`config.mk`:
```
export PLATFORM = sky130hd
export DESIGN_NAME = ps2_host_tx_flat
export DESIGN_NICKNAME = d
export VERILOG_FILES = /design/src/rtl/ps2_host_tx_if.sv /design/src/rtl/ps2_host_tx.sv /design/src/flat_wrapper.sv
export SDC_FILE = /design/constraint.sdc
export NUM_CORES = 1
export LEC_CHECK = 0
export CORE_ASPECT_RATIO = 0.6
export CORE_UTILIZATION = 55
export CTS_BUF_LIST = sky130_fd_sc_hd__clkbuf_16
export DETAILED_ROUTE_END_ITERATION = 8
export PLACE_DENSITY = 0.81
export SLEW_MARGIN = 20
export SYNTH_ARGS = -nofsm -noshare
export SYNTH_HDL_FRONTEND = slang
export SYNTH_SLANG_ARGS = --single-unit
```
`constraint.sdc`:
```
create_clock -name clk -period 4.7 [get_ports clk]
set_input_delay 0.47 -clock clk [delete_from_list [all_inputs] [get_ports clk]]
set_output_delay 0.47 -clock clk [all_outputs]
set_load 0.005 [all_outputs]
```
`src/rtl/ps2_host_tx_if.sv`:
```
// Command/status and pad-level signals between a PS/2 host transmitter and its user.
// The slave modport is the transmitter side; the master modport is the user/pad side.
interface ps2_host_tx_if;
    logic [7:0] tx_data;
    logic       tx_start;
    logic       ps2_clk_in;
    logic       ps2_dat_in;
    logic       ps2_clk_oe;
    logic       ps2_dat_oe;
    logic       busy;
    logic       done;
    logic       error;

    modport master (
        output tx_data,
        output tx_start,
        output ps2_clk_in,
        output ps2_dat_in,
        input  ps2_clk_oe,
        input  ps2_dat_oe,
        input  busy,
        input  done,
        input  error
    );

    modport slave (
        input  tx_data,
        input  tx_start,
        input  ps2_clk_in,
        input  ps2_dat_in,
        output ps2_clk_oe,
        output ps2_dat_oe,
        output busy,
        output done,
        output error
    );
endinterface

```
`src/rtl/ps2_host_tx.sv`:
```
// PS/2 host-to-device transmitter: clock inhibit, request-to-send, then data, odd parity
// and stop shifted out on device clock falling edges, followed by an ACK check.
module ps2_host_tx #(
    parameter int unsigned INHIBIT_CYCLES = 6000,
    parameter int unsigned REQ_CYCLES     = 100,
    parameter int unsigned TIMEOUT_CYCLES = 750000
) (
    input logic          clk,
    input logic          reset,
    ps2_host_tx_if.slave bus
);

    localparam int unsigned CntMax = (INHIBIT_CYCLES > REQ_CYCLES) ? INHIBIT_CYCLES : REQ_CYCLES;
    localparam int unsigned CntW   = $clog2(CntMax + 1);
    localparam int unsigned TmoW   = $clog2(TIMEOUT_CYCLES + 1);

    localparam logic [CntW-1:0] InhLast = CntW'(INHIBIT_CYCLES - 1);
    localparam logic [CntW-1:0] ReqLast = CntW'(REQ_CYCLES - 1);
    localparam logic [TmoW-1:0] TmoLast = TmoW'(TIMEOUT_CYCLES - 1);

    typedef enum logic [2:0] {
        StIdle,
        StInhibit,
        StReq,
        StData,
        StAck,
        StRelease
    } state_e;

    state_e          state_q;
    logic [CntW-1:0] cnt_q;
    logic [TmoW-1:0] tmo_q;
    logic [3:0]      bit_idx_q;
    logic [8:0]      shift_q;
    logic            clk_oe_q;
    logic            dat_oe_q;
    logic            busy_q;
    logic            done_q;
    logic            error_q;

    logic clk_meta_q, clk_sync_q, clk_prev_q;
    logic dat_meta_q, dat_sync_q;
    logic clk_fall;
    logic tmo_hit;

    // Synchronizers reset to the idle (released, pulled-up) level so no edge is seen after reset.
    always_ff @(posedge clk) begin
        if (reset) begin
            clk_meta_q <= 1'b1;
            clk_sync_q <= 1'b1;
            clk_prev_q <= 1'b1;
            dat_meta_q <= 1'b1;
            dat_sync_q <= 1'b1;
        end else begin
            clk_meta_q <= bus.ps2_clk_in;
            clk_sync_q <= clk_meta_q;
            clk_prev_q <= clk_sync_q;
            dat_meta_q <= bus.ps2_dat_in;
            dat_sync_q <= dat_meta_q;
        end
    end

    assign clk_fall = clk_prev_q & ~clk_sync_q;
    assign tmo_hit  = (state_q inside {StData, StAck, StRelease}) && (tmo_q == TmoLast);

    always_ff @(posedge clk) begin
        if (reset) begin
            state_q   <= StIdle;
            cnt_q     <= '0;
            tmo_q     <= '0;
            bit_idx_q <= '0;
            shift_q   <= '0;
            clk_oe_q  <= 1'b0;
            dat_oe_q  <= 1'b0;
            busy_q    <= 1'b0;
            done_q    <= 1'b0;
            error_q   <= 1'b0;
        end else begin
            done_q  <= 1'b0;
            error_q <= 1'b0;
            // Timeout wins over any edge seen in the same cycle.
            if (tmo_hit) begin
                clk_oe_q <= 1'b0;
                dat_oe_q <= 1'b0;
                error_q  <= 1'b1;
                busy_q   <= 1'b0;
                state_q  <= StIdle;
            end else begin
                unique case (state_q)
                    StIdle: begin
                        if (bus.tx_start) begin
                            shift_q  <= {~^bus.tx_data, bus.tx_data};
                            cnt_q    <= '0;
                            clk_oe_q <= 1'b1;
                            busy_q   <= 1'b1;
                            state_q  <= StInhibit;
                        end
                    end
                    StInhibit: begin
                        if (cnt_q == InhLast) begin
                            cnt_q    <= '0;
                            dat_oe_q <= 1'b1;
                            state_q  <= StReq;
                        end else begin
                            cnt_q <= cnt_q + 1'b1;
                        end
                    end
                    StReq: begin
                        if (cnt_q == ReqLast) begin
                            cnt_q     <= '0;
                            clk_oe_q  <= 1'b0;
                            bit_idx_q <= '0;
                            tmo_q     <= '0;
                            state_q   <= StData;
                        end else begin
                            cnt_q <= cnt_q + 1'b1;
                        end
                    end
                    StData: begin
                        tmo_q <= tmo_q + 1'b1;
                        if (clk_fall) begin
                            bit_idx_q <= bit_idx_q + 1'b1;
                            // Edges 1..9 present data LSB-first then parity; edge 10 is the stop bit.
                            if (bit_idx_q == 4'd9) begin
                                dat_oe_q <= 1'b0;
                                state_q  <= StAck;
                            end else begin
                                dat_oe_q <= ~shift_q[0];
                                shift_q  <= shift_q >> 1;
                            end
                        end
                    end
                    StAck: begin
                        tmo_q <= tmo_q + 1'b1;
                        if (clk_fall) begin
                            if (!dat_sync_q) begin
                                state_q <= StRelease;
                            end else begin
                                error_q <= 1'b1;
                                busy_q  <= 1'b0;
                                state_q <= StIdle;
                            end
                        end
                    end
                    StRelease: begin
                        tmo_q <= tmo_q + 1'b1;
                        if (clk_sync_q && dat_sync_q) begin
                            done_q  <= 1'b1;
                            busy_q  <= 1'b0;
                            state_q <= StIdle;
                        end
                    end
                    default: state_q <= StIdle;
                endcase
            end
        end
    end

    assign bus.ps2_clk_oe = clk_oe_q;
    assign bus.ps2_dat_oe = dat_oe_q;
    assign bus.busy       = busy_q;
    assign bus.done       = done_q;
    assign bus.error      = error_q;

endmodule

```
`src/flat_wrapper.sv`:
```
// flat-port wrapper written by rule: the top's interface ports become plain ports
module ps2_host_tx_flat 
#(
    parameter int unsigned INHIBIT_CYCLES = 6000,
    parameter int unsigned REQ_CYCLES     = 100,
    parameter int unsigned TIMEOUT_CYCLES = 750000
)
  (clk, reset, bus_tx_data, bus_tx_start, bus_ps2_clk_in, bus_ps2_dat_in, bus_ps2_clk_oe, bus_ps2_dat_oe, bus_busy, bus_done, bus_error);
  ps2_host_tx_if bus_i ();
  input logic clk;
  input logic reset;
  input wire logic [$bits(bus_i.tx_data)-1:0] bus_tx_data;
  input wire logic [$bits(bus_i.tx_start)-1:0] bus_tx_start;
  input wire logic [$bits(bus_i.ps2_clk_in)-1:0] bus_ps2_clk_in;
  input wire logic [$bits(bus_i.ps2_dat_in)-1:0] bus_ps2_dat_in;
  output wire logic [$bits(bus_i.ps2_clk_oe)-1:0] bus_ps2_clk_oe;
  output wire logic [$bits(bus_i.ps2_dat_oe)-1:0] bus_ps2_dat_oe;
  output wire logic [$bits(bus_i.busy)-1:0] bus_busy;
  output wire logic [$bits(bus_i.done)-1:0] bus_done;
  output wire logic [$bits(bus_i.error)-1:0] bus_error;
  assign bus_i.tx_data = bus_tx_data;
  assign bus_i.tx_start = bus_tx_start;
  assign bus_i.ps2_clk_in = bus_ps2_clk_in;
  assign bus_i.ps2_dat_in = bus_ps2_dat_in;
  assign bus_ps2_clk_oe = bus_i.ps2_clk_oe;
  assign bus_ps2_dat_oe = bus_i.ps2_dat_oe;
  assign bus_busy = bus_i.busy;
  assign bus_done = bus_i.done;
  assign bus_error = bus_i.error;
  ps2_host_tx #(.INHIBIT_CYCLES(INHIBIT_CYCLES), .REQ_CYCLES(REQ_CYCLES), .TIMEOUT_CYCLES(TIMEOUT_CYCLES)) u_core (.clk(clk), .reset(reset), .bus(bus_i));
endmodule
```
Yosys cells after proc, flatten, opt, wreduce, memory -nomap -nowiden
Cells that the tools add are included.
{"block": "totals", "ff_bits": 59, "latchBits": 0, "ramBits": 0, "romBits": 0, "out_inout_bits": 5, "wordCells": 102, "mem_count": 0}
{"block": "op_classes", "addsub": 3, "mul": 0, "div_mod_pow": 0, "magnitude_cmp": 0, "n_eq_ne": 18, "n_shift": 0, "n_mux": 38, "n_bitwise": 5, "reduce_logical": 23}
{"operator": "$pmux 20 s2", "n": 1}
{"operator": "$mux 13", "n": 3}
{"operator": "$pmux 13 s3", "n": 1}
{"operator": "$mux 9", "n": 3}
{"operator": "$mux 3", "n": 8}
{"operator": "$add 20x1->20 const B", "n": 1}
{"operator": "$eq 20x20->1 const B", "n": 1}
{"operator": "$mux 20", "n": 1}
{"operator": "$pmux 3 s6", "n": 1}
{"operator": "$pmux 9 s2", "n": 1}
{"operator": "$add 13x1->13 const B", "n": 1}
{"operator": "$eq 13x13->1 const B", "n": 1}
{"operator": "$eq 13x7->1 const B", "n": 1}
{"operator": "$mux 1", "n": 13}
{"operator": "$reduce_and 3->1", "n": 4}
{"operator": "$ne 2x1->1 const B", "n": 5}
{"operator": "$reduce_and 5->1", "n": 2}
{"operator": "$reduce_bool 2->1", "n": 5}
{"operator": "$reduce_bool 3->1", "n": 3}
{"operator": "$mux 4", "n": 2}
{"operator": "$ne 2x2->1 const B", "n": 4}
{"operator": "$pmux 4 s2", "n": 1}
{"operator": "$reduce_xnor 8->1", "n": 1}
{"operator": "$reduce_and 7->1", "n": 1}
{"operator": "other kinds (14)", "n": 22}

Logic depth before layout (Yosys ltp)
Gate-level depths: netlist of the first run.
{"block": "logic_depth", "depth_word": 5, "ltp_mapped": 8}

Worst setup path after synthesis of the first run
OpenSTA, ideal clock, no wires.
{"block": "synth_path", "path_type": "reg2reg", "from": "register u_core.cnt_q[0]", "to": "register u_core.tmo_q[10]", "arrival_ns": 2.011, "slack_ns": 2.618, "stages_incl_launch_ff": 7, "synth_period_minus_slack_ns": 2.082, "cell_sequence": "dfxtp_1 -> ha_1 -> or4b_4 -> o31a_1 -> buf_6 -> or4_1 -> a21oi_1"}
{"block": "synth_between", "elab_chain_cells": 3}
{"element": "from (decl)", "line": "ps2_host_tx.sv:31", "source": "logic [CntW-1:0] cnt_q;"}
{"element": "from (signal assigned)", "line": "ps2_host_tx.sv:105", "source": "cnt_q <= cnt_q + 1'b1;"}
{"element": "from (signal assigned)", "line": "ps2_host_tx.sv:116", "source": "cnt_q <= cnt_q + 1'b1;"}
{"element": "$eq 13x7->1", "line": "ps2_host_tx.sv:109", "source": "if (cnt_q == ReqLast) begin"}
{"element": "$ne 2x1->1 (no line)"}
{"element": "$reduce_and 3->1 (no line)"}
{"element": "to (signal assigned)", "line": "ps2_host_tx.sv:120", "source": "tmo_q <= tmo_q + 1'b1;"}
{"element": "to (signal assigned)", "line": "ps2_host_tx.sv:134", "source": "tmo_q <= tmo_q + 1'b1;"}
{"element": "to (signal assigned)", "line": "ps2_host_tx.sv:146", "source": "tmo_q <= tmo_q + 1'b1;"}
{"element": "to (decl)", "line": "ps2_host_tx.sv:32", "source": "logic [TmoW-1:0] tmo_q;"}
Every way passes these cells.
A chain may end at the register's enable or synchronous reset.

Worst setup path in the final report of the first run
{"block": "layout_path", "from": "register u_core.state_q[2]", "to": "register u_core.tmo_q[18]"}
{"block": "layout_between", "elab_chain_cells": 5, "elab_cells_between_ends": 12, "cone_classes": "5 x eq/ne; 1 x mux; 1 x bitwise; 5 x reduce/logical"}
{"element": "from (decl)", "line": "ps2_host_tx.sv:30", "source": "state_e state_q;"}
{"element": "from (signal assigned)", "line": "ps2_host_tx.sv:68", "source": "state_q <= StIdle;"}
{"element": "from (signal assigned)", "line": "ps2_host_tx.sv:87", "source": "state_q <= StIdle;"}
{"element": "from (signal assigned)", "line": "ps2_host_tx.sv:96", "source": "state_q <= StInhibit;"}
{"element": "$eq 3x2->1 / $eq 3x3->1 (equally long branches)", "line": "ps2_host_tx.sv:64, ps2_host_tx.sv:89"}
{"element": "$reduce_bool 3->1", "line": "ps2_host_tx.sv:64", "source": "assign tmo_hit = (state_q inside {StData, StAck, StRelease}) && (tmo_q == TmoLast);"}
{"element": "$logic_and 1x1->1", "line": "ps2_host_tx.sv:64"}
{"element": "$not 1->1 (no line)"}
{"element": "$reduce_and 3->1 (no line)"}
Several ways; a longest one is shown, not always the timed one.

==> parameters.txt, run 1 <==
Parameter                              Value

Status
  Status    finished, final reports clean

GRT
  Maximum number of pins on one net before global-route repair    33
  Global Route Usage Sum    26.0%
  Met3 Usage GRT    8.49%
  Layer with the highest usage after global routing    met2
  Overflow left after global routing    0
  Fraction of met1 tracks used by global routing    35.7%
  Met2 track demand over resource    39.3%
  Number of antenna violations at the first check in global routing    0
  Global-route wire length before repair    11600 µm
  Vias in the first global route    2401

Floorplan
  Top-Level Pins    18
  Core Area    5180 µm²
  Die area    5800 µm²
  Chip width    97.7 µm
  Vertical die dimension    59.4 µm
  Effective utilization at floorplan    58.3%
  Site row count    20

CTS
  Clock latency on the worst-skew pair    0.33 ns
  Post-cts gate resize count    0
  Post-CTS clock slew at the launch and capture registers of the worst setup and hold paths    0.05 ns
  Deepest clock path buffer count    2
  CTS tree    yes
  Clock buffer count from CTS    9
  Sink count of the clock tree    59
  H-tree level count    3
  Buffer cell driving the clock tree root    clkbuf_16
  Setup Buffers After CTS    0
  CTS Hold Buffers Added    0

Routing
  Initial DRT Pass Iterations    6
  1st-iter DRT viols    286
  Mean routed wirelength per cell    16.1 µm
  DRC violation count after routing    0
  Via-to-Cell Ratio    6.30
  Detail Route Antenna Nets    0
  Detailed Route WL    7030 µm
  Vias after detailed routing    2751

Setup path
  Worst flop-to-flop path startpoint    u_core.state_q[2]
  Number of cells on the worst reg-to-reg path    5
  Cells along the critical path    and3b_1 > nor2_1 > o31a_1 > o21ai_0 > a31oi_1
  Cell at the slowest stage of the critical path    o31a_1
  Required time worst endpoint    4.96 ns
  End of the worst register-to-register path    u_core.tmo_q[18]
  Crit end category    flip-flop
  Maximum single-stage delay on the critical path    0.90 ns
  Reg-to-reg setup timing slack    2.00 ns
  Arrival time at the worst endpoint    2.95 ns
  Critical path type    reg -> reg
  Critical path startpoint category    flip-flop
  Crit path max fanout    32

STA
  Final sum of negative setup slack    0 ns
  Setup Viol. Count Final    0
  Tightest slew margin relative to the limit    30.9%
  Fraction of the cycle the final worst path needs    57.4%
  Max Clk Rate    371 MHz
  Final Hold Vio Count    0
  RSZ-0062 raised after global routing    no
  Max-slew violation count    0
  Clk_skew    0.00903 ns
  Minimum clock period    2.70 ns
  Slew at the pin closest to its max-slew limit    1.04 ns

Run
  Number of violations of the max-capacitance limit    0

Synthesis
  Post-synth ARST share    0%
  Cell with the most instances after synthesis    dfxtp_1
  Average footprint of a synthesized cell    8.51 µm²
  Synthesized Nets    372
  Post-synthesis register bit count    59
  Count of distinct cell types in the synthesized netlist    51
  Summed instance area of the synthesized netlist    3020 µm²
  Sequential element share of the synthesized area    39.1%
  Library cell occupying the most area in the post-synthesis netlist    dfxtp_1
  Synth area leaders    dfxtp_1 39%, a21oi_1 6.0%, xnor2_1 3.8%, o31ai_1 3.7%, or4_1 3.5%
  Main synth FF type    dfxtp_1
  Post-synth EDFFs    0
  Share of the synthesized area in the top cell type    39.1%
  Commonest cells in the netlist    59 x dfxtp_1, 36 x a21oi_1, 25 x nor2_1
  Yosys warning total    0
  Number of standard cells after synthesis    355

Place
  Number of port buffers    17
  Gpl congestion    0.891
  Post-place instance area    3200 µm²
  Sum of net half-perimeters after detailed placement    4730 µm

Hold path
  Class of the worst hold path    reg -> reg
  Hold path startpoint    u_core.clk_meta_q
  Hold-critical path endpoint    u_core.clk_sync_q
  Hold path depth    1

Power and ir drop
  Power per unit of standard cell area    405 nW/µm²
  Max rail drop VDD    342 µV
  Leakage    1.21 nW

Cells and area
  Total Nets Final    383
  Layout area overhead    17.1%
  Filler cell count    384
  Fraction of final layout cells sized beyond drive strength 1    8.09%
  Post-route design area    3540 µm²
  Diode insertion count for antenna repair    0
==> metrics by stage <==
step	utilization, %	std cells	hold slack (ns)	setup slack (ns)	total power, mW
2_1_floorplan	-	355	0.389	2.62	0.664
3_3_place_gp	61.8	421	0.395	2.24	0.697
3_5_place_dp	61.8	421	0.397	2.10	0.702
4_1_cts	68.3	437	0.403	2.08	1.44
5_1_grt	68.3	437	0.424	1.81	1.49
6_report	68.3	437	0.401	2.00	1.43
==> final cells by class <==
cell class | instances | area, µm² | area share [%]
multi-input combinational | 268 | 1720 | 48.7
sequential | 59 | 1180 | 33.4
clock buffer | 9 | 225 | 6.37
timing repair buffer | 19 | 185 | 5.24
clock inverter | 7 | 108 | 3.04
tap | 66 | 82.6 | 2.34
inverter | 9 | 33.8 | 0.955
==> per-layer routing <==
metal,wire [µm],vias to the layer above
met1,3510,1299
li1,-,1355
met3,529,8
met2,2930,89
met4,64,0
met5,0,-
==> critical path: cells and delay by family, from the launching register on <==
family,cells,cell delay (ns)
AO/OA/AOI/OAI,3,1.34
AND/OR/NAND/NOR,2,0.64
flip-flops,1,0.62
==> cell families after synthesis <==
logic type	synth area share (%)
compound gates	19.8
xor+xnor	5.80
fa+ha+maj	1.66
buf+inv	3.93
flops	39.1
mux	2.98
simple gates	26.7
==> placed cells by master, fill, tap and decap left out, types with 3 or more instances in the layout <==
master,instances
xor2_1,7
nor2b_1,3
or4_1,14
and2_1,3
dfxtp_1,59
bufinv_16,3
and3_1,5
or2_2,8
xnor2_1,13
a311oi_1,8
inv_1,10
or3_1,6
nand3_1,15
nor2_1,25
nand2_1,22
o31ai_1,15
nor4_1,7
a21oi_1,36
ha_1,4
nor3_1,6
nand2b_1,5
o211ai_1,4
o21ai_0,12
mux2i_1,9
clkbuf_16,9
nand4_1,12
clkdlybuf4s50_1,17
==> where the power goes <==
part | switching, mW | internal, mW | total (mW)
clock network | 0.226 | 0.511 | 0.737
logic | 0.0762 | 0.0663 | 0.142
registers | 0.0241 | 0.529 | 0.553
total | 0.326 | 1.11 | 1.43
==> state kept, by name (all words and copies together), names as in the netlist <==
register	cells
u_core.dat_meta_q	1
u_core.clk_meta_q	1
u_core.bus.busy	1
u_core.tmo_q	20
u_core.state_q	3
u_core.bus.ps2_dat_oe	1
u_core.dat_sync_q	1
u_core.bus.done	1
u_core.clk_sync_q	1
u_core.bit_idx_q	4
u_core.bus.error	1
u_core.shift_q	9
u_core.bus.ps2_clk_oe	1
u_core.cnt_q	13
u_core.clk_prev_q	1
==> how the worst max path moves through the flow <==
stage	slack (ns)	to	from
5_1_grt	1.81	u_core.tmo_q[18]	u_core.state_q[2]
6_report	2.00	u_core.tmo_q[18]	u_core.state_q[2]
4_1_cts	2.08	u_core.tmo_q[18]	u_core.state_q[2]
3_3_place_gp	2.24	u_core.tmo_q[17]	u_core.state_q[2]
2_1_floorplan	2.62	u_core.tmo_q[10]	u_core.cnt_q[0]
3_5_place_dp	2.10	u_core.tmo_q[18]	u_core.state_q[2]
(Power assumes the default switching activity.)
==> run 2: changes to the inputs <==
==> constraint.sdc (replaced) <==
create_clock -name clk -period 2.7 [get_ports clk]
set_input_delay 0.27 -clock clk [delete_from_list [all_inputs] [get_ports clk]]
set_output_delay 0.27 -clock clk [all_outputs]
set_load 0.005 [all_outputs]
==> run 2 against run 1 <==
Compared with the run above: wire length increased by 1.8%; sequential share of layout area shrank 0.42 points; hold slack better by 0.012 ns; sequential power increased by 74%; core utilization increased by 0.87 points; largest power group unchanged; power increased by 70%; design area grew 1.3%; combinational power is 85% higher; setup slack worse by 1.6 ns; final cell count increased by 1.8%; count of clock-buffer cells in the layout did not move.
==> parameters.txt, run 2 (synthesis gave the netlist of run 1 again) <==
Parameter                              Value

GRT
  Number of antenna violations at the first check in global routing    0 (unchanged)
  Overflow left after global routing    0 (unchanged)
  Maximum number of pins on one net before global-route repair    33 (unchanged)
  Vias in the first global route    2592 (+8.0%)
  Global Route Usage Sum    27.5% (+1.5 points)
  Global-route wire length before repair    12400 µm (+7.5%)

Floorplan
  Effective utilization at floorplan    58.3% (unchanged)
  Top-Level Pins    18 (unchanged)
  Chip width    97.7 µm (unchanged)
  Site row count    20 (unchanged)
  Vertical die dimension    59.4 µm (unchanged)
  Die area    5800 µm² (unchanged)
  Core Area    5180 µm² (unchanged)

Place
  Number of port buffers    17 (unchanged)
  Count of placed standard cells including taps    429 (+1.9%)
  Gpl congestion    0.906 (+1.6%)
  Worst-case setup slack after placement    0.435 ns (-1.67 ns)
  Sum of net half-perimeters after detailed placement    5000 µm (+5.6%)

STA
  Final sum of negative setup slack    0 ns (unchanged)
  Tightest slew margin relative to the limit    58.8% (+28 points)
  Final Hold Vio Count    0 (unchanged)
  Worst hold slack    0.413 ns (+0.0119 ns)
  Minimum clock period    2.30 ns (-0.394 ns)
  Clk_skew    0.00644 ns (-0.00259 ns)
  Slew at the pin closest to its max-slew limit    0.612 ns (-0.425 ns)
  Max Clk Rate    434 MHz (+17%)
  Final setup margin    0.398 ns (-1.61 ns)
  Fraction of the cycle the final worst path needs    85.2% (+28 points)
  RSZ-0062 raised after global routing    no
  Setup Viol. Count Final    0 (unchanged)
  Max-slew violation count    0 (unchanged)

CTS
  CTS Hold Buffers Added    0 (unchanged)
  Sink count of the clock tree    59 (unchanged)
  Clock latency on the worst-skew pair    0.33 ns (about the same)
  Post-cts gate resize count    0 (unchanged)
  Buffer cell driving the clock tree root    clkbuf_16
  Post-CTS clock slew at the launch and capture registers of the worst setup and hold paths    0.05 ns (about the same)
  Clock buffer count from CTS    9 (unchanged)
  Deepest clock path buffer count    2 (unchanged)
  CTS tree    yes
  H-tree level count    3 (unchanged)
  Setup Buffers After CTS    0 (unchanged)

Setup path
  Cells along the critical path    ha_1 > or4b_4 > o31a_1 > buf_4 > or4_1 > a21oi_1
  Crit path max fanout    32 (unchanged)
  Critical path type    reg -> reg
  Worst flop-to-flop path startpoint    u_core.cnt_q[0]
  Crit end category    flip-flop
  Required time worst endpoint    2.95 ns (-2.01 ns)
  Arrival time at the worst endpoint    2.55 ns (-0.40 ns)
  Cell at the slowest stage of the critical path    or4_1
  Buffers and inverters on the worst path    1 (+1)
  Critical path startpoint category    flip-flop
  Kind of cell adding the most delay to the critical path    simple AND/OR/NAND/NOR gates
  Maximum single-stage delay on the critical path    0.50 ns (-0.40 ns)
  Origin of the worst setup path    u_core.cnt_q[0]

Cells and area
  Number of flip-flops under the largest register name    20 (unchanged)
  Top Registers    u_core.tmo_q: 20 flops, u_core.cnt_q: 13 flops, u_core.shift_q: 9 flops
  Filler cell count    424 (+10%)
  Register with the most flip-flops    u_core.tmo_q
  Diode insertion count for antenna repair    0 (unchanged)
  Leading cell types in the layout, fill and taps excluded    59 x dfxtp_1, 36 x a21oi_1, 25 x nor2_1, 22 x nand2_1, 17 x clkdlybuf4s50_1
  Layout area overhead    18.6%
  Total Nets Final    391 (+2.1%)
  Most common cell after layout, fill and taps aside    dfxtp_1
  Final instance count without filler cells    445 (+1.8%)
  Fraction of final layout cells sized beyond drive strength 1    10.3% (+2.2 points)

Routing
  Mean routed wirelength per cell    16.1 µm (about the same)
  Initial DRT Pass Iterations    5 (-1)
  Vias after detailed routing    2779 (+1.0%)
  Detailed Route WL    7160 µm (+1.8%)
  DRC violation count after routing    0 (unchanged)
  1st-iter DRT viols    216 (-24%)
  Via-to-Cell Ratio    6.24 (-0.80%)
  Detail Route Antenna Nets    0 (unchanged)

Status
  Status    finished, final reports clean

Power and ir drop
  Leakage    1.23 nW (+1.7%)
  Power per unit of standard cell area    680 nW/µm² (+68%)
  PnR Total Power    2.43 mW (+70%)
  Max rail drop VDD    463 µV (+35%)

Hold path
  Hold path startpoint    u_core.dat_meta_q
  Class of the worst hold path    reg -> reg

Run
  Number of violations of the max-capacitance limit    0 (unchanged)
-- run 2: cell count changes in the layout (fill, tap and decap cells not counted) --
cell,change
inv_1,-1
bufinv_16,-1
clkinv_4,+1
clkinv_2,-1
clkinvlp_4,+2
buf_4,+8
-- run 2: power breakdown --
group	total [mW]	leakage [nW]	internal (mW)	switching [mW]
Sequential	0.963	0.479	0.921	0.0428
Combinational	0.262	0.600	0.122	0.139
Clock	1.21	0.149	0.803	0.406
Total	2.43	1.23	1.85	0.588
-- run 2: layout make-up --
type / count / area (µm²) / share of cell area, %
multi-input combinational: 268 / 1720 / 48.0
timing repair buffer: 27 / 245 / 6.85
sequential: 59 / 1180 / 33.0
clock buffer: 9 / 225 / 6.29
inverter: 9 / 33.8 / 0.943
tap: 66 / 82.6 / 2.31
clock inverter: 7 / 92.6 / 2.59
-- run 2: worst paths after layout --
| check | to | slack (ns) | depth (start not counted) |
|---|---|---|---|
| max | u_core.tmo_q[13] | 0.40 | 6 |
| min | u_core.dat_sync_q | 0.41 | 1 |
| max reg2reg | u_core.tmo_q[13] | 0.40 | 6 |
| min reg2reg | u_core.dat_sync_q | 0.41 | 1 |
-- run 2: metrics by stage --
step                      cell area, µm²  utilization, %
after floorplan                     3020               -
final                               3580            69.1
after global placement              3260            63.0
after CTS                           3580            69.1
after detailed placement            3260            63.0
after global routing                3580            69.1
-- run 2: per-layer routing --
metal / global-route usage [%] / part of all wire (%)
met4: 7.79 / 0.95
met2: 39.8 / 41
met3: 9.32 / 5.9
met5: 0 / 0
met1: 38.9 / 52
